--- config.mk ---
export PLATFORM = sky130hd
export DESIGN_NAME = adder_result_stage_flat
export DESIGN_NICKNAME = d
export VERILOG_FILES = /design/src/rtl/alu_pkg.sv /design/src/rtl/adder_result_stage_if.sv /design/src/rtl/adder_flags.sv /design/src/rtl/adder_result_stage.sv /design/src/flat_wrapper.sv
export SDC_FILE = /design/constraint.sdc
export NUM_CORES = 1
export LEC_CHECK = 0
export BUFFER_PORTS_ARGS = -buffer_cell sky130_fd_sc_hd__buf_2
export CAP_MARGIN = 15
export CORE_AREA = 5 5 83 69
export CTS_CLUSTER_DIAMETER = 80
export DETAILED_ROUTE_END_ITERATION = 7
export DIE_AREA = 0 0 88 74
export PLACE_DENSITY = 0.51
export SYNTH_ARGS = -nofsm -noshare
export SYNTH_HDL_FRONTEND = slang
export SYNTH_SLANG_ARGS = --single-unit
--- constraint.sdc ---
create_clock -name clk -period 3.7 [get_ports clk]
set_input_delay 0 -clock clk [delete_from_list [all_inputs] [get_ports clk]]
set_output_delay 0 -clock clk [all_outputs]
set_load 0.02 [all_outputs]
--- src/rtl/alu_pkg.sv ---
// Shared ALU types: status flag bundle and result-stage occupancy encoding.
package alu_pkg;

  // ALU status flags captured alongside each adder result.
  typedef struct packed {
    logic zero;
    logic negative;
    logic carry;
    logic overflow;
  } flags_t;

  // Occupancy encoded as {skid_valid, main_valid}; 2'b10 is unreachable.
  typedef enum logic [1:0] {
    ST_EMPTY = 2'b00,
    ST_ONE   = 2'b01,
    ST_FULL  = 2'b11
  } stage_state_t;

endpackage

--- src/rtl/adder_result_stage_if.sv ---
// Upstream and downstream handshake bundle of the adder result stage.
interface adder_result_stage_if #(
  parameter int unsigned SIZE = 8
) ();

  localparam int unsigned RW = SIZE + 1;

  logic            in_valid;
  logic            in_ready;
  logic [RW-1:0]   in_result;
  logic            in_a_msb;
  logic            in_b_msb;
  logic            out_valid;
  logic            out_ready;
  logic [SIZE-1:0] out_sum;
  logic            out_carry;
  logic            out_zero;
  logic            out_negative;
  logic            out_overflow;

  // Producer/consumer side (adder plus downstream consumer).
  modport master (
    output in_valid, in_result, in_a_msb, in_b_msb, out_ready,
    input  in_ready, out_valid, out_sum, out_carry, out_zero,
           out_negative, out_overflow
  );

  // Result stage side.
  modport slave (
    input  in_valid, in_result, in_a_msb, in_b_msb, out_ready,
    output in_ready, out_valid, out_sum, out_carry, out_zero,
           out_negative, out_overflow
  );

endinterface

--- src/rtl/adder_flags.sv ---
// Splits an adder result into sum and Z/N/C/V flags; shared with the subtract path.
module adder_flags
  import alu_pkg::*;
#(
  parameter int unsigned SIZE = 8
) (
  input  logic [SIZE:0]   result,
  input  logic            a_msb,
  input  logic            b_msb,
  output logic [SIZE-1:0] sum_c,
  output flags_t          flags_c
);

  // Flags derived purely from the raw result and operand sign bits.
  always_comb begin
    sum_c            = result[SIZE-1:0];
    flags_c.zero     = ~|result[SIZE-1:0];
    flags_c.negative = result[SIZE-1];
    flags_c.carry    = result[SIZE];
    flags_c.overflow = (a_msb == b_msb) && (result[SIZE-1] != a_msb);
  end

endmodule

--- src/rtl/adder_result_stage.sv ---
// Registered output stage after the RCA: 2-entry skid buffer with flag capture.
module adder_result_stage
  import alu_pkg::*;
#(
  parameter int unsigned SIZE = 8
) (
  input logic                 clk,
  input logic                 rst,
  adder_result_stage_if.slave bus
);

  logic [SIZE-1:0] cap_sum_c;
  flags_t          cap_flags_c;

  stage_state_t    state_q;
  stage_state_t    state_d;
  logic            in_ready_q;
  logic [SIZE-1:0] main_sum_q;
  logic [SIZE-1:0] skid_sum_q;
  flags_t          main_flags_q;
  flags_t          skid_flags_q;

  logic in_xfer_c;
  logic out_xfer_c;
  logic load_main_c;
  logic load_skid_c;
  logic skid_to_main_c;

  adder_flags #(.SIZE(SIZE)) u_flags (
    .result  (bus.in_result),
    .a_msb   (bus.in_a_msb),
    .b_msb   (bus.in_b_msb),
    .sum_c   (cap_sum_c),
    .flags_c (cap_flags_c)
  );

  // Occupancy next-state and register load selects.
  always_comb begin
    state_d        = state_q;
    load_main_c    = 1'b0;
    load_skid_c    = 1'b0;
    skid_to_main_c = 1'b0;
    in_xfer_c      = bus.in_valid && in_ready_q;
    out_xfer_c     = state_q[0] && bus.out_ready;
    case (state_q)
      ST_EMPTY: begin
        if (in_xfer_c) begin
          load_main_c = 1'b1;
          state_d     = ST_ONE;
        end
      end
      ST_ONE: begin
        if (in_xfer_c && out_xfer_c) begin
          load_main_c = 1'b1;
        end else if (in_xfer_c) begin
          load_skid_c = 1'b1;
          state_d     = ST_FULL;
        end else if (out_xfer_c) begin
          state_d = ST_EMPTY;
        end
      end
      ST_FULL: begin
        if (out_xfer_c) begin
          skid_to_main_c = 1'b1;
          state_d        = ST_ONE;
        end
      end
      default: state_d = ST_EMPTY;
    endcase
  end

  // State, ready and data registers; reset clears everything and drops any input.
  always_ff @(posedge clk) begin
    if (rst) begin
      state_q      <= ST_EMPTY;
      in_ready_q   <= 1'b1;
      main_sum_q   <= '0;
      main_flags_q <= '0;
      skid_sum_q   <= '0;
      skid_flags_q <= '0;
    end else begin
      state_q    <= state_d;
      in_ready_q <= ~state_d[1];
      if (load_main_c) begin
        main_sum_q   <= cap_sum_c;
        main_flags_q <= cap_flags_c;
      end else if (skid_to_main_c) begin
        main_sum_q   <= skid_sum_q;
        main_flags_q <= skid_flags_q;
      end
      if (load_skid_c) begin
        skid_sum_q   <= cap_sum_c;
        skid_flags_q <= cap_flags_c;
      end
    end
  end

  assign bus.in_ready     = in_ready_q;
  assign bus.out_valid    = state_q[0];
  assign bus.out_sum      = main_sum_q;
  assign bus.out_carry    = main_flags_q.carry;
  assign bus.out_zero     = main_flags_q.zero;
  assign bus.out_negative = main_flags_q.negative;
  assign bus.out_overflow = main_flags_q.overflow;

endmodule
--- src/flat_wrapper.sv ---
// flat-port wrapper written by rule: the top's interface ports become plain ports
module adder_result_stage_flat import alu_pkg::*;
#(
  parameter int unsigned SIZE = 8
)
  (clk, rst, bus_in_valid, bus_in_result, bus_in_a_msb, bus_in_b_msb, bus_out_ready, bus_in_ready, bus_out_valid, bus_out_sum, bus_out_carry, bus_out_zero, bus_out_negative, bus_out_overflow);
  adder_result_stage_if #(.SIZE(SIZE)) bus_i ();
  input logic clk;
  input logic rst;
  input wire logic [$bits(bus_i.in_valid)-1:0] bus_in_valid;
  input wire logic [$bits(bus_i.in_result)-1:0] bus_in_result;
  input wire logic [$bits(bus_i.in_a_msb)-1:0] bus_in_a_msb;
  input wire logic [$bits(bus_i.in_b_msb)-1:0] bus_in_b_msb;
  input wire logic [$bits(bus_i.out_ready)-1:0] bus_out_ready;
  output wire logic [$bits(bus_i.in_ready)-1:0] bus_in_ready;
  output wire logic [$bits(bus_i.out_valid)-1:0] bus_out_valid;
  output wire logic [$bits(bus_i.out_sum)-1:0] bus_out_sum;
  output wire logic [$bits(bus_i.out_carry)-1:0] bus_out_carry;
  output wire logic [$bits(bus_i.out_zero)-1:0] bus_out_zero;
  output wire logic [$bits(bus_i.out_negative)-1:0] bus_out_negative;
  output wire logic [$bits(bus_i.out_overflow)-1:0] bus_out_overflow;
  assign bus_i.in_valid = bus_in_valid;
  assign bus_i.in_result = bus_in_result;
  assign bus_i.in_a_msb = bus_in_a_msb;
  assign bus_i.in_b_msb = bus_in_b_msb;
  assign bus_i.out_ready = bus_out_ready;
  assign bus_in_ready = bus_i.in_ready;
  assign bus_out_valid = bus_i.out_valid;
  assign bus_out_sum = bus_i.out_sum;
  assign bus_out_carry = bus_i.out_carry;
  assign bus_out_zero = bus_i.out_zero;
  assign bus_out_negative = bus_i.out_negative;
  assign bus_out_overflow = bus_i.out_overflow;
  adder_result_stage #(.SIZE(SIZE)) u_core (.clk(clk), .rst(rst), .bus(bus_i));
endmodule
==> results of run 1 <==
[Yosys cell counts, types with 2 or more instances]
| master | number |
|---|---|
| sky130_fd_sc_hd__a21oi_1 | 4 |
| sky130_fd_sc_hd__nand2_1 | 21 |
| sky130_fd_sc_hd__nor2_1 | 22 |
| sky130_fd_sc_hd__mux2i_1 | 9 |
| sky130_fd_sc_hd__inv_1 | 2 |
| sky130_fd_sc_hd__buf_6 | 2 |
| sky130_fd_sc_hd__nand3_1 | 3 |
| sky130_fd_sc_hd__a311oi_1 | 2 |
| sky130_fd_sc_hd__o21ai_0 | 2 |
| sky130_fd_sc_hd__nor4_1 | 3 |
| sky130_fd_sc_hd__nor2b_1 | 2 |
| sky130_fd_sc_hd__dfxtp_1 | 25 |
| sky130_fd_sc_hd__clkbuf_1 | 3 |
| sky130_fd_sc_hd__a311oi_2 | 9 |
[worst max-delay path, cell delays in order, from the launching register on]
cell and delay, ps:
sky130_fd_sc_hd__dfxtp_1 400, sky130_fd_sc_hd__nand2b_4 140, sky130_fd_sc_hd__nand4_2 510, sky130_fd_sc_hd__or3_1 510, sky130_fd_sc_hd__nand3_1 80
[power by group through the flow]
| stage | clock (mW) | combinational, mW | sequential, mW |
|---|---|---|---|
| floorplan | 0 | 0.0515 | 0.309 |
| global placement | 0 | 0.0878 | 0.298 |
| global route | 0.189 | 0.0998 | 0.293 |
| detailed placement | 0 | 0.0876 | 0.298 |
| finish | 0.174 | 0.0898 | 0.291 |
| CTS | 0.180 | 0.0912 | 0.291 |
[layout by cell type (no fill, tap or decap)]
cell type / Yosys / final
sky130_fd_sc_hd__or3_1: 1 / 1
sky130_fd_sc_hd__o21ai_0: 2 / 2
sky130_fd_sc_hd__nand2b_1: 1 / 1
sky130_fd_sc_hd__a21boi_0: 1 / 1
sky130_fd_sc_hd__dlygate4sd3_1: 0 / 4
sky130_fd_sc_hd__nor3_1: 1 / 1
sky130_fd_sc_hd__inv_6: 0 / 1
sky130_fd_sc_hd__nand2b_4: 1 / 1
sky130_fd_sc_hd__clkbuf_8: 0 / 3
sky130_fd_sc_hd__mux2i_1: 9 / 9
sky130_fd_sc_hd__nor4_1: 3 / 3
sky130_fd_sc_hd__a211oi_2: 1 / 1
sky130_fd_sc_hd__nand3_1: 3 / 3
sky130_fd_sc_hd__and3_1: 1 / 1
sky130_fd_sc_hd__nor2b_1: 2 / 2
sky130_fd_sc_hd__nor3_4: 1 / 1
sky130_fd_sc_hd__a311oi_1: 2 / 2
sky130_fd_sc_hd__nor2_1: 22 / 22
sky130_fd_sc_hd__a311oi_2: 9 / 9
sky130_fd_sc_hd__a21oi_1: 4 / 4
sky130_fd_sc_hd__buf_2: 1 / 28
sky130_fd_sc_hd__nand4_2: 1 / 1
sky130_fd_sc_hd__inv_1: 2 / 2
sky130_fd_sc_hd__nand3b_1: 1 / 1
sky130_fd_sc_hd__dfxtp_1: 25 / 25
sky130_fd_sc_hd__and3b_1: 1 / 1
sky130_fd_sc_hd__nand2_1: 21 / 21
[path summary, 6_finish.rpt]
check | start | endpoint | cells past startpoint
hold / removal | bus_in_result[4] | u_core.skid_sum_q[4] | 3
setup / recovery | u_core.state_q[0] | u_core.bus.out_zero | 4
hold reg to reg | u_core.skid_flags_q[3] | u_core.skid_flags_q[3] | 2
setup reg to reg | u_core.state_q[0] | u_core.bus.out_zero | 4
[metrics by stage]
step                instance area [µm²]  hold slack (ps)
detailed placement                 1310              269
global route                       1400             37.2
global placement                   1310              267
finish                             1400             7.69
CTS                                1400             9.42
floorplan                          1160              147
[state kept, by name, summed over array words and instances, names as in the netlist]
| name | cells |
|---|---|
| u_core.bus.out_overflow | 1 |
| u_core.bus.in_ready | 1 |
| u_core.bus.out_zero | 1 |
| u_core.state_q | 2 |
| u_core.skid_flags_q | 3 |
| u_core.skid_sum_q | 8 |
| u_core.bus.out_sum | 8 |
| u_core.bus.out_carry | 1 |
[metal layers]
| layer | wire, µm | global-route usage [%] |
|---|---|---|
| met4 | 26 | 1.53 |
| met1 | 1270 | 12.1 |
| met3 | 145 | 2.44 |
| met2 | 1110 | 12.1 |
| met5 | 0 | 0 |
[cell families (layout without fill, tap and decap cells)]
logic type / count (synthesis) / in the layout / share of synthesized area (%)
AND/OR/NAND/NOR: 60 / 60 / 25.1
buffers and inverters: 11 / 38 / 6.38
multiplexers: 9 / 9 / 7.78
AO/OA/AOI/OAI: 19 / 19 / 17.5
flip-flops: 25 / 25 / 43.2
[final cells by class]
type	count	area (µm²)
clock buffers	3	41.3
clock inverters	1	8.76
fillers	514	3460
inverters	2	7.51
multi-input cells	88	583
flip-flops and latches	25	500
well taps	62	77.6
repair buffers	32	180
==> metrics.txt, run 1 <==
# TYPE chip_impl_metric gauge
chip_impl_metric{name="seq_area_frac_synth",unit="%"} 43.2
chip_impl_metric{name="power_frac_comb",unit="%"} 16.2
chip_impl_metric{name="critical_path_required",unit="ps"} 3920
chip_impl_metric{name="clock_path_buffers",unit=""} 2
chip_impl_metric{name="antennaDiodeCount",unit=""} 0
chip_impl_metric{name="dp.final_hpwl",unit="µm"} 1810
chip_impl_metric{name="max_freq",unit="GHz"} 0.588
chip_impl_metric{name="timing.final.crit_share",unit="%"} 45.9
chip_impl_metric{name="grt_pass1_vias",unit=""} 874
chip_impl_metric{name="power_leakage",unit="nW"} 0.533
chip_impl_metric{name="final_layout_size_suffix_gt1_share",unit="%"} 29.8
chip_impl_metric{name="cts_hold_buffers",unit=""} 4
chip_impl_metric{name="port-buffer-count",unit=""} 28
chip_impl_metric{name="number_of_antenna_violations_at_the_first_check_in_global_routing",unit=""} 0
chip_impl_metric{name="critPathMaxFanout",unit=""} 20
chip_impl_metric{name="drt-wirelength-per-cell",unit="µm"} 12.0
chip_impl_metric{name="sequentialPowerShare",unit="%"} 52.5
chip_impl_metric{name="ir_drop",unit="mV"} 0.233
chip_impl_info{name="post_synth_main_area_contributors",value="sky130_fd_sc_hd__dfxtp_1 (43%), sky130_fd_sc_hd__a311oi_2 (12%), sky130_fd_sc_hd__mux2i_1 (7.8%)"} 1
chip_impl_metric{name="final_net_count",unit=""} 167
chip_impl_metric{name="finalPower",unit="mW"} 0.555
chip_impl_metric{name="detailedRoute.firstIterationViolations",unit=""} 74
chip_impl_metric{name="ys_warn_count",unit=""} 0
chip_impl_metric{name="die_height",unit="µm"} 74
chip_impl_metric{name="arrival",unit="ps"} 1920
chip_impl_metric{name="final_max_slew_viol_count",unit=""} 0
chip_impl_info{name="worstSetupPathType",value="flip-flop to flip-flop"} 1
chip_impl_metric{name="async_flop_share",unit="%"} 0
chip_impl_metric{name="synth_enable_flop_cells",unit=""} 0
chip_impl_metric{name="total_power_density_per_cell_area",unit="mW/mm²"} 397
chip_impl_metric{name="die-width",unit="µm"} 88
chip_impl_metric{name="track_usage",unit="%"} 8.26
chip_impl_metric{name="die_area",unit="mm²"} 0.00651
chip_impl_metric{name="design.portCount",unit=""} 29
chip_impl_metric{name="postRouteWirelength",unit="µm"} 2550
chip_impl_info{name="leading_area_contributor_after_synthesis",value="sky130_fd_sc_hd__dfxtp_1"} 1
chip_impl_metric{name="cts_num_sinks",unit=""} 25
chip_impl_metric{name="maxCapViolations",unit=""} 0
chip_impl_metric{name="detail_route.vias_per_cell",unit=""} 4.49
chip_impl_metric{name="total_switching_power",unit="mW"} 0.158
chip_impl_metric{name="synth.lib_cells_used.distinct",unit=""} 29
chip_impl_info{name="critical_path.endpoint_type",value="flip-flop"} 1
chip_impl_metric{name="largest_net_degree_at_the_start_of_global_routing",unit=""} 27
chip_impl_info{name="run_status",value="completed"} 1
chip_impl_metric{name="synth.top_cell.area_share",unit="%"} 43.2
chip_impl_metric{name="setup_tns",unit="ps"} 0
chip_impl_metric{name="synth-seq-cells",unit=""} 25
chip_impl_metric{name="clock_tree.htree_level_count",unit=""} 1
chip_impl_metric{name="worst_slack",unit="ps"} 2000
chip_impl_info{name="ys_dominant_reg_cell",value="sky130_fd_sc_hd__dfxtp_1"} 1
chip_impl_info{name="cts_tree",value="yes"} 1
chip_impl_metric{name="fin_skew",unit="ps"} 7.94
chip_impl_metric{name="tritoncts.num_buffers",unit=""} 3
chip_impl_metric{name="timing.max_slew.rel_slack",unit="%"} 48.7
chip_impl_metric{name="synth.net_count",unit=""} 139
chip_impl_metric{name="areaGrowthSynthToFinish",unit="%"} 20.9
chip_impl_metric{name="final_period_minus_worst_setup_slack",unit="ps"} 1700
chip_impl_metric{name="grt_first_pass_wirelength",unit="µm"} 4150
chip_impl_metric{name="clock_latency_of_the_later_clocked_register_in_the_worst_skew_pair",unit="ps"} 280
chip_impl_metric{name="share_clk_of_total_power",unit="%"} 31.4
chip_impl_metric{name="netlist_area",unit="mm²"} 0.00116
chip_impl_metric{name="globalRouteOverflowTotal",unit=""} 0
chip_impl_metric{name="place.gp.congestion",unit=""} 0.724
chip_impl_info{name="unrepaired_setup_endpoints_after_global_routing",value="false"} 1
chip_impl_info{name="critical_path.startpoint_type",value="flip-flop"} 1
chip_impl_metric{name="post-cts-setup-buffers",unit=""} 0
chip_impl_metric{name="setup_viol",unit=""} 0
chip_impl_metric{name="remaining_drc_errors",unit=""} 0
chip_impl_metric{name="row_count",unit=""} 23
chip_impl_metric{name="ff2ff_setup_slack",unit="ps"} 2000
chip_impl_metric{name="post_cts_resize_count",unit=""} 0
chip_impl_metric{name="power_report.internal_total",unit="mW"} 0.397
chip_impl_metric{name="placed_cells",unit=""} 205
chip_impl_metric{name="starting_density_of_the_core",unit="%"} 23.8
chip_impl_metric{name="via_count",unit=""} 957
chip_impl_metric{name="p_sw_share",unit="%"} 28.5
chip_impl_metric{name="max_slew.worst_pin.slew",unit="ps"} 768
chip_impl_metric{name="postSynthCellCount",unit=""} 124
chip_impl_metric{name="post_placement_worst_setup_slack",unit="ps"} 2000
chip_impl_metric{name="cts.reportedPaths.clkPinSlew",unit="ps"} 100
chip_impl_info{name="clock_tree.root_cell",value="sky130_fd_sc_hd__clkbuf_8"} 1
chip_impl_metric{name="syn_area_cell",unit="µm²"} 9.33
chip_impl_metric{name="drtAntennaViolNets",unit=""} 0
chip_impl_metric{name="finalNonFillerCells",unit=""} 213
chip_impl_info{name="min_path_type",value="primary input to flip-flop"} 1
chip_impl_metric{name="number_of_hold_slack_violations_in_the_final_timing_report",unit=""} 0
chip_impl_metric{name="utilization_of_the_core_after_routing",unit="%"} 28.8
chip_impl_metric{name="drtPass1Iterations",unit=""} 4
chip_impl_metric{name="core",unit="mm²"} 0.00486
No activity file was read; power rests on OpenSTA's default activity.
==> inputs of run 2 (changes only) <==
- ABC_AREA: not set -> 1
- CORE_AREA: 5 5 83 69 -> 5 5 81 68
- DIE_AREA: 0 0 88 74 -> 0 0 86 73
- clock period: 3.7 -> 1.6 ns (I/O delays scaled with it)
==> metrics.txt, run 2 <==
# TYPE chip_impl_metric gauge
chip_impl_metric{name="clock_latency_of_the_later_clocked_register_in_the_worst_skew_pair",unit="ps"} 270
chip_impl_info{name="unrepaired_setup_endpoints_after_global_routing",value="false"} 1
chip_impl_metric{name="max_freq",unit="GHz"} 0.768
chip_impl_metric{name="setup_tns",unit="ps"} 0
chip_impl_metric{name="core",unit="mm²"} 0.00475
chip_impl_info{name="clock_tree.root_cell",value="sky130_fd_sc_hd__clkbuf_8"} 1
chip_impl_metric{name="detailedRoute.firstIterationViolations",unit=""} 55
chip_impl_metric{name="number_of_hold_slack_violations_in_the_final_timing_report",unit=""} 0
chip_impl_metric{name="final_layout_size_suffix_gt1_share",unit="%"} 20.9
chip_impl_metric{name="grt_pass1_vias",unit=""} 931
chip_impl_info{name="yosys-top-cells-count",value="sky130_fd_sc_hd__nor2_1 (35), sky130_fd_sc_hd__dfxtp_1 (25), sky130_fd_sc_hd__inv_1 (22), sky130_fd_sc_hd__a21oi_1 (20), sky130_fd_sc_hd__nand2_1 (15)"} 1
chip_impl_metric{name="total_power_density_per_cell_area",unit="mW/mm²"} 883
chip_impl_info{name="slowest_stage",value="sky130_fd_sc_hd__dfxtp_1"} 1
chip_impl_metric{name="die-width",unit="µm"} 86
chip_impl_metric{name="critical_path.max_stage_delay",unit="ps"} 420
chip_impl_metric{name="arrival",unit="ps"} 1480
chip_impl_metric{name="ir_drop",unit="mV"} 0.521
chip_impl_metric{name="largest_net_degree_at_the_start_of_global_routing",unit=""} 23
chip_impl_metric{name="row_count",unit=""} 23
chip_impl_metric{name="post_synth_fa_ha_maj_area_fraction",unit="%"} 0
chip_impl_metric{name="synth_compound_gate_area_share",unit="%"} 15.2
chip_impl_metric{name="remaining_drc_errors",unit=""} 0
chip_impl_metric{name="max_slew.worst_pin.slew",unit="ps"} 410
chip_impl_info{name="worstSetupPathType",value="flip-flop to flip-flop"} 1
chip_impl_metric{name="drtPass1Iterations",unit=""} 4
chip_impl_metric{name="number_of_antenna_violations_at_the_first_check_in_global_routing",unit=""} 0
chip_impl_metric{name="finalHoldWorstSlack",unit="ps"} 6.33
chip_impl_metric{name="areaGrowthSynthToFinish",unit="%"} 24.9
chip_impl_info{name="post_synth_main_area_contributors",value="sky130_fd_sc_hd__dfxtp_1 (45%), sky130_fd_sc_hd__nor2_1 (12%), sky130_fd_sc_hd__a21oi_1 (9.0%)"} 1
chip_impl_metric{name="ys_warn_count",unit=""} 0
chip_impl_metric{name="synth.lib_cells_used.distinct",unit=""} 19
chip_impl_metric{name="power_leakage",unit="nW"} 0.641
chip_impl_info{name="critical_path.startpoint_type",value="flip-flop"} 1
chip_impl_info{name="synth_top_family_by_area",value="simple AND/OR/NAND/NOR gates"} 1
chip_impl_info{name="critical_path.cell_chain",value="nand2_2, nand2_2, inv_1, nand2_1, nand3_1, nand2_1, inv_1"} 1
chip_impl_info{name="run_status",value="completed"} 1
chip_impl_info{name="critical_path.endpoint_type",value="flip-flop"} 1
chip_impl_metric{name="antennaDiodeCount",unit=""} 0
chip_impl_metric{name="design.portCount",unit=""} 29
chip_impl_info{name="layout_common_cells",value="sky130_fd_sc_hd__nor2_1 (35), sky130_fd_sc_hd__buf_2 (28), sky130_fd_sc_hd__dfxtp_1 (25)"} 1
chip_impl_metric{name="drtAntennaViolNets",unit=""} 0
chip_impl_metric{name="drt-wirelength-per-cell",unit="µm"} 10.3
chip_impl_metric{name="post_placement_worst_setup_slack",unit="ps"} 316
chip_impl_metric{name="basic_gate_share_of_the_synthesized_area_counting_and_or_nand_and_nor_cells",unit="%"} 27.0
chip_impl_metric{name="fin_skew",unit="ps"} 8.45
chip_impl_metric{name="cts.reportedPaths.clkPinSlew",unit="ps"} 90
chip_impl_metric{name="yosys.area_share.xor_xnor",unit="%"} 0
chip_impl_metric{name="async_flop_share",unit="%"} 0
chip_impl_info{name="leading_area_contributor_after_synthesis",value="sky130_fd_sc_hd__dfxtp_1"} 1
chip_impl_metric{name="synth.mux.area_fraction",unit="%"} 0
chip_impl_metric{name="grt_first_pass_wirelength",unit="µm"} 4340
chip_impl_metric{name="critPathMaxFanout",unit=""} 22
chip_impl_metric{name="die_height",unit="µm"} 73
chip_impl_info{name="cts_tree",value="yes"} 1
chip_impl_metric{name="timing.final.crit_share",unit="%"} 81.4
chip_impl_metric{name="postRouteWirelength",unit="µm"} 2610
chip_impl_metric{name="finalPower",unit="mW"} 1.23
chip_impl_metric{name="cts_num_sinks",unit=""} 25
chip_impl_metric{name="timing.max_slew.rel_slack",unit="%"} 72.6
chip_impl_metric{name="clock_path_buffers",unit=""} 2
chip_impl_metric{name="synth-seq-cells",unit=""} 25
chip_impl_metric{name="post-cts-setup-buffers",unit=""} 0
chip_impl_metric{name="tritoncts.num_buffers",unit=""} 3
chip_impl_metric{name="utilization_of_the_core_after_routing",unit="%"} 29.3
chip_impl_metric{name="die_area",unit="mm²"} 0.00628
chip_impl_metric{name="dp.final_hpwl",unit="µm"} 1880
chip_impl_metric{name="final_net_count",unit=""} 207
chip_impl_info{name="ys_dominant_reg_cell",value="sky130_fd_sc_hd__dfxtp_1"} 1
chip_impl_metric{name="seq_area_frac_synth",unit="%"} 44.9
chip_impl_metric{name="synth.net_count",unit=""} 176
chip_impl_metric{name="port-buffer-count",unit=""} 28
chip_impl_metric{name="postSynthCellCount",unit=""} 161
chip_impl_metric{name="track_usage",unit="%"} 8.82
chip_impl_metric{name="via_count",unit=""} 1014
chip_impl_info{name="most_common_cell_after_layout_fill_and_taps_aside",value="sky130_fd_sc_hd__nor2_1"} 1
chip_impl_metric{name="fillers",unit=""} 556
chip_impl_metric{name="final_max_slew_viol_count",unit=""} 0
chip_impl_metric{name="critical_path_required",unit="ps"} 1780
chip_impl_metric{name="synth.top_cell.area_share",unit="%"} 44.9
chip_impl_metric{name="starting_density_of_the_core",unit="%"} 23.5
chip_impl_metric{name="globalRouteOverflowTotal",unit=""} 0
chip_impl_info{name="synthMostInstantiatedCell",value="sky130_fd_sc_hd__nor2_1"} 1
chip_impl_metric{name="detail_route.vias_per_cell",unit=""} 4.01
chip_impl_metric{name="maxCapViolations",unit=""} 0
chip_impl_metric{name="netlist_area",unit="mm²"} 0.00111
chip_impl_metric{name="final_period_minus_worst_setup_slack",unit="ps"} 1300
chip_impl_metric{name="worst_slack",unit="ps"} 298
chip_impl_metric{name="synth_enable_flop_cells",unit=""} 0
chip_impl_metric{name="place.gp.congestion",unit=""} 0.722
chip_impl_metric{name="syn_area_cell",unit="µm²"} 6.92
chip_impl_info{name="min_path_type",value="primary input to flip-flop"} 1
chip_impl_metric{name="setup_viol",unit=""} 0
chip_impl_metric{name="clock_tree.htree_level_count",unit=""} 1
-- run 2: cell count changes after synthesis, sizes merged, moves of 11 or more --
cell	previous run	this run
a311oi	11	0
nand3	3	14
nor2	22	37
a21oi	4	20
inv	2	24
-- run 2: logic make-up (layout without fill, tap and decap cells) --
kind of cell | count (synthesis) | count (layout)
and+or+nand+nor | 70 | 70
buffers and inverters | 33 | 63
AOI/OAI and AO/OA | 33 | 33
DFF | 25 | 25
-- run 2: through the flow --
step,instances,cell area (µm²)
global placement,243,1290
finish,253,1390
CTS,253,1390
global route,253,1390
detailed placement,243,1290
floorplan,161,1110
-- run 2: worst max-delay path: cells and delay by family, from the launching register on --
kind / cells / cell delay (ps)
and+or+nand+nor: 5 / 630
DFF: 1 / 420
buffers and inverters: 2 / 140
-- run 2: final timing paths --
| kind | cells past startpoint | slack [ps] | from | to |
|---|---|---|---|---|
| worst min register to register | 2 | 480 | u_core.bus.out_sum[6] | u_core.bus.out_sum[6] |
| worst min-delay path | 3 | 6 | bus_in_result[3] | u_core.skid_sum_q[3] |
| worst max-delay path | 7 | 300 | u_core.state_q[0] | u_core.bus.out_zero |
| worst max register to register | 7 | 300 | u_core.state_q[0] | u_core.bus.out_zero |
-- run 2: layout make-up --
class | instances | area [µm²] | area share (%)
Sequential cell | 25 | 500 | 35.9
Inverter | 24 | 90.1 | 6.47
Tap cell | 62 | 77.6 | 5.57
Clock buffer | 3 | 41.3 | 2.96
Timing Repair Buffer | 35 | 208 | 14.9
Clock inverter | 1 | 5.00 | 0.359
Multi-Input combinational cell | 103 | 470 | 33.8
-- run 2: timing repair --
| item | in CTS | in global routing |
|---|---|---|
| hold buffers | 6 | 0 |
| endpoints found under the hold margin | 6 | 0 |
| setup endpoints to repair | 0 | 0 |
| resized for setup | 0 | 0 |
-- run 2: routing by layer --
metal / vias up / routed length, µm / track usage (%) / part of all wire [%]
li1: 560 / - / - / -
met1: 433 / 1310 / 11.5 / 50
met2: 19 / 1130 / 13.9 / 43
met3: 2 / 161 / 3.50 / 6.2
met4: 0 / 8 / 1.58 / 0.31
met5: - / 0 / 0 / 0
-- run 2: power by group --
part / switching (mW) / total, mW / leakage [nW] / internal [mW]
Combinational: 0.113 / 0.182 / 0.411 / 0.0692
Clock: 0.203 / 0.377 / 0.0255 / 0.174
Sequential: 0.0168 / 0.670 / 0.204 / 0.653
Total: 0.333 / 1.23 / 0.641 / 0.896
==> inputs of run 3 (changes only) <==
- PLACE_DENSITY: 0.51 -> 0.53
- clock period: 1.6 -> 1.15 ns (I/O delays scaled with it)
==> metrics.txt, run 3 (synthesis gave the netlist of run 2 again) <==
# TYPE chip_impl_metric gauge
chip_impl_info{name="run_status",value="completed"} 1
chip_impl_info{name="holdCritStartpoint",value="bus_in_result[8]"} 1
chip_impl_metric{name="power_frac_comb",unit="%"} 16.1
chip_impl_metric{name="core",unit="mm²"} 0.00475
chip_impl_metric{name="ff2ff_setup_slack",unit="ps"} 20
chip_impl_metric{name="total_power_density_per_cell_area",unit="mW/mm²"} 1200
chip_impl_metric{name="globalRouteOverflowTotal",unit=""} 0
chip_impl_metric{name="p_sw_share",unit="%"} 26.0
chip_impl_info{name="critical_path.startpoint_type",value="flip-flop"} 1
chip_impl_metric{name="die_area",unit="mm²"} 0.00628
chip_impl_metric{name="setup_tns",unit="ps"} 0
chip_impl_info{name="whs_endpoint",value="u_core.skid_flags_q[1]"} 1
chip_impl_metric{name="power_leakage",unit="nW"} 0.658
chip_impl_metric{name="final_net_count",unit=""} 209
chip_impl_metric{name="postRouteWirelength",unit="µm"} 2650
chip_impl_info{name="timing.rr.start",value="u_core.bus.in_ready"} 1
chip_impl_info{name="cts_tree",value="yes"} 1
chip_impl_metric{name="port-buffer-count",unit=""} 28
chip_impl_info{name="clock_tree.root_cell",value="sky130_fd_sc_hd__clkbuf_8"} 1
chip_impl_metric{name="arrival",unit="ps"} 1320
chip_impl_metric{name="power_report.internal_total",unit="mW"} 1.27
chip_impl_metric{name="max_slew.worst_pin.slew",unit="ps"} 362
chip_impl_metric{name="die-width",unit="µm"} 86
chip_impl_metric{name="number_of_hold_slack_violations_in_the_final_timing_report",unit=""} 0
chip_impl_metric{name="grt_pass1_vias",unit=""} 946
chip_impl_metric{name="drtAntennaViolNets",unit=""} 0
chip_impl_metric{name="clock_latency_of_the_later_clocked_register_in_the_worst_skew_pair",unit="ps"} 260
chip_impl_metric{name="dp.final_hpwl",unit="µm"} 1900
chip_impl_metric{name="final_layout_size_suffix_gt1_share",unit="%"} 23.8
chip_impl_metric{name="share_clk_of_total_power",unit="%"} 29.6
chip_impl_metric{name="areaGrowthSynthToFinish",unit="%"} 28.5
chip_impl_metric{name="clock_path_buffers",unit=""} 2
chip_impl_metric{name="ir_drop",unit="mV"} 0.493
chip_impl_metric{name="setup_viol",unit=""} 0
chip_impl_metric{name="clock_tree.htree_level_count",unit=""} 1
chip_impl_metric{name="sequentialPowerShare",unit="%"} 54.4
chip_impl_metric{name="drtPass1Iterations",unit=""} 4
chip_impl_metric{name="die_height",unit="µm"} 73
chip_impl_info{name="min_path_type",value="primary input to flip-flop"} 1
chip_impl_info{name="critical_path.endpoint_type",value="flip-flop"} 1
chip_impl_metric{name="max_freq",unit="GHz"} 0.888
chip_impl_info{name="reg2reg_to",value="u_core.bus.out_sum[6]"} 1
chip_impl_metric{name="final_period_minus_worst_setup_slack",unit="ps"} 1130
chip_impl_metric{name="critPathMaxFanout",unit=""} 7
chip_impl_metric{name="detailedRoute.firstIterationViolations",unit=""} 57
chip_impl_metric{name="number_of_antenna_violations_at_the_first_check_in_global_routing",unit=""} 0
chip_impl_metric{name="detail_route.vias_per_cell",unit=""} 4.10
chip_impl_metric{name="remaining_drc_errors",unit=""} 0
chip_impl_metric{name="timing.max_slew.rel_slack",unit="%"} 75.8
chip_impl_info{name="layout_common_cells",value="sky130_fd_sc_hd__nor2_1 (35), sky130_fd_sc_hd__buf_2 (28), sky130_fd_sc_hd__inv_1 (22), sky130_fd_sc_hd__dfxtp_1 (22), sky130_fd_sc_hd__a21oi_1 (20)"} 1
chip_impl_metric{name="cts_num_sinks",unit=""} 25
chip_impl_info{name="worstSetupPathType",value="flip-flop to flip-flop"} 1
chip_impl_metric{name="via_count",unit=""} 1045
chip_impl_metric{name="final_max_slew_viol_count",unit=""} 0
chip_impl_metric{name="largest_net_degree_at_the_start_of_global_routing",unit=""} 22
chip_impl_metric{name="grt_first_pass_wirelength",unit="µm"} 4270
chip_impl_metric{name="cts.reportedPaths.clkPinSlew",unit="ps"} 80
chip_impl_metric{name="place.gp.congestion",unit=""} 0.745
chip_impl_metric{name="tritoncts.num_buffers",unit=""} 3
chip_impl_metric{name="timing.reg2reg.worst_path_depth",unit=""} 7
chip_impl_metric{name="row_count",unit=""} 23
chip_impl_info{name="most_common_cell_after_layout_fill_and_taps_aside",value="sky130_fd_sc_hd__nor2_1"} 1
chip_impl_metric{name="design.portCount",unit=""} 29
chip_impl_metric{name="fin_skew",unit="ps"} 1.28
chip_impl_metric{name="critical_path_required",unit="ps"} 1340
chip_impl_metric{name="antennaDiodeCount",unit=""} 0
chip_impl_metric{name="drt-wirelength-per-cell",unit="µm"} 10.4
chip_impl_metric{name="track_usage",unit="%"} 8.73
chip_impl_info{name="unrepaired_setup_endpoints_after_global_routing",value="true"} 1
chip_impl_metric{name="timing.final.crit_share",unit="%"} 98.0
chip_impl_metric{name="whs_path_cells",unit=""} 3
chip_impl_metric{name="finalHoldWorstSlack",unit="ps"} 7.31
chip_impl_metric{name="maxCapViolations",unit=""} 0
chip_impl_metric{name="total_switching_power",unit="mW"} 0.446
chip_impl_metric{name="starting_density_of_the_core",unit="%"} 23.5
## run 3: cell types whose count changed in the layout (fill, tap and decap cells not counted)
cell,delta
sky130_fd_sc_hd__inv_2,-1
sky130_fd_sc_hd__inv_4,+1
sky130_fd_sc_hd__dlygate4sd3_1,-2
sky130_fd_sc_hd__o21ai_0,-2
sky130_fd_sc_hd__clkbuf_1,+1
sky130_fd_sc_hd__clkinv_2,-1
sky130_fd_sc_hd__buf_4,+2
sky130_fd_sc_hd__o21ai_1,+2
sky130_fd_sc_hd__buf_12,+2
sky130_fd_sc_hd__dfxtp_2,+3
sky130_fd_sc_hd__dfxtp_1,-3
## run 3: worst max-delay path by stage
| stage | startpoint | endpoint |
|---|---|---|
| finish | u_core.bus.in_ready | u_core.bus.out_sum[6] |
| global route | u_core.state_q[1] | u_core.skid_sum_q[7] |
| CTS | u_core.state_q[1] | u_core.skid_flags_q[1] |
| detailed placement | u_core.state_q[1] | u_core.skid_flags_q[1] |
| global placement | u_core.state_q[1] | u_core.bus.out_zero |
| floorplan | u_core.bus.in_ready | u_core.bus.out_sum[7] |
## run 3: routing by layer
metal  vias up  wire length (µm)  track usage, %
met4         0                17            2.11
met3         2               152            2.93
met2        22              1090            13.7
met1       452              1390            11.6
li1        569                 -               -
met5         -                 0               0
## run 3: power by group through the flow
stage | Combinational, mW | Sequential, mW | Clock [mW]
finish | 0.275 | 0.933 | 0.508
global route | 0.309 | 0.938 | 0.558
CTS | 0.279 | 0.933 | 0.532
detailed placement | 0.268 | 0.952 | 0
global placement | 0.266 | 0.952 | 0
floorplan | 0.130 | 0.984 | 0
## run 3: timing repair
| action | CTS | global route |
|---|---|---|
| resized for setup | 1 | 4 |
| endpoints found under the hold margin | 4 | 0 |
| hold buffers | 4 | 0 |
| endpoints found under the setup margin | 1 | 22 |
| buffers inserted | 0 | 0 |
## run 3: final cells by class
cell class	instances	area (µm²)
repair buffers	37	243
clock buffers	4	45.0
well taps	62	77.6
multi-input cells	103	470
inverters	24	92.6
flip-flops and latches	25	504
fillers	521	3320
## run 3: stage by stage
stage	worst slack, ps	power (mW)	instances	instance area [µm²]	util [%]
after floorplan	59.4	1.11	161	1120	-
after global placement	28.6	1.22	247	1340	28.3
after detailed placement	18.8	1.22	247	1340	28.3
after CTS	6.12	1.74	255	1430	30.1
after global routing	-96.8	1.81	255	1430	30.2
final	23.3	1.72	255	1430	30.2
## run 3: worst max-delay path: stages (launching register included)
cell and delay, ps:
sky130_fd_sc_hd__dfxtp_2 340, sky130_fd_sc_hd__nand2_1 50, sky130_fd_sc_hd__nor2_1 130, sky130_fd_sc_hd__nand2_2 110, sky130_fd_sc_hd__buf_4 170, sky130_fd_sc_hd__nor2_1 80, sky130_fd_sc_hd__nor2_1 40, sky130_fd_sc_hd__a21oi_1 130
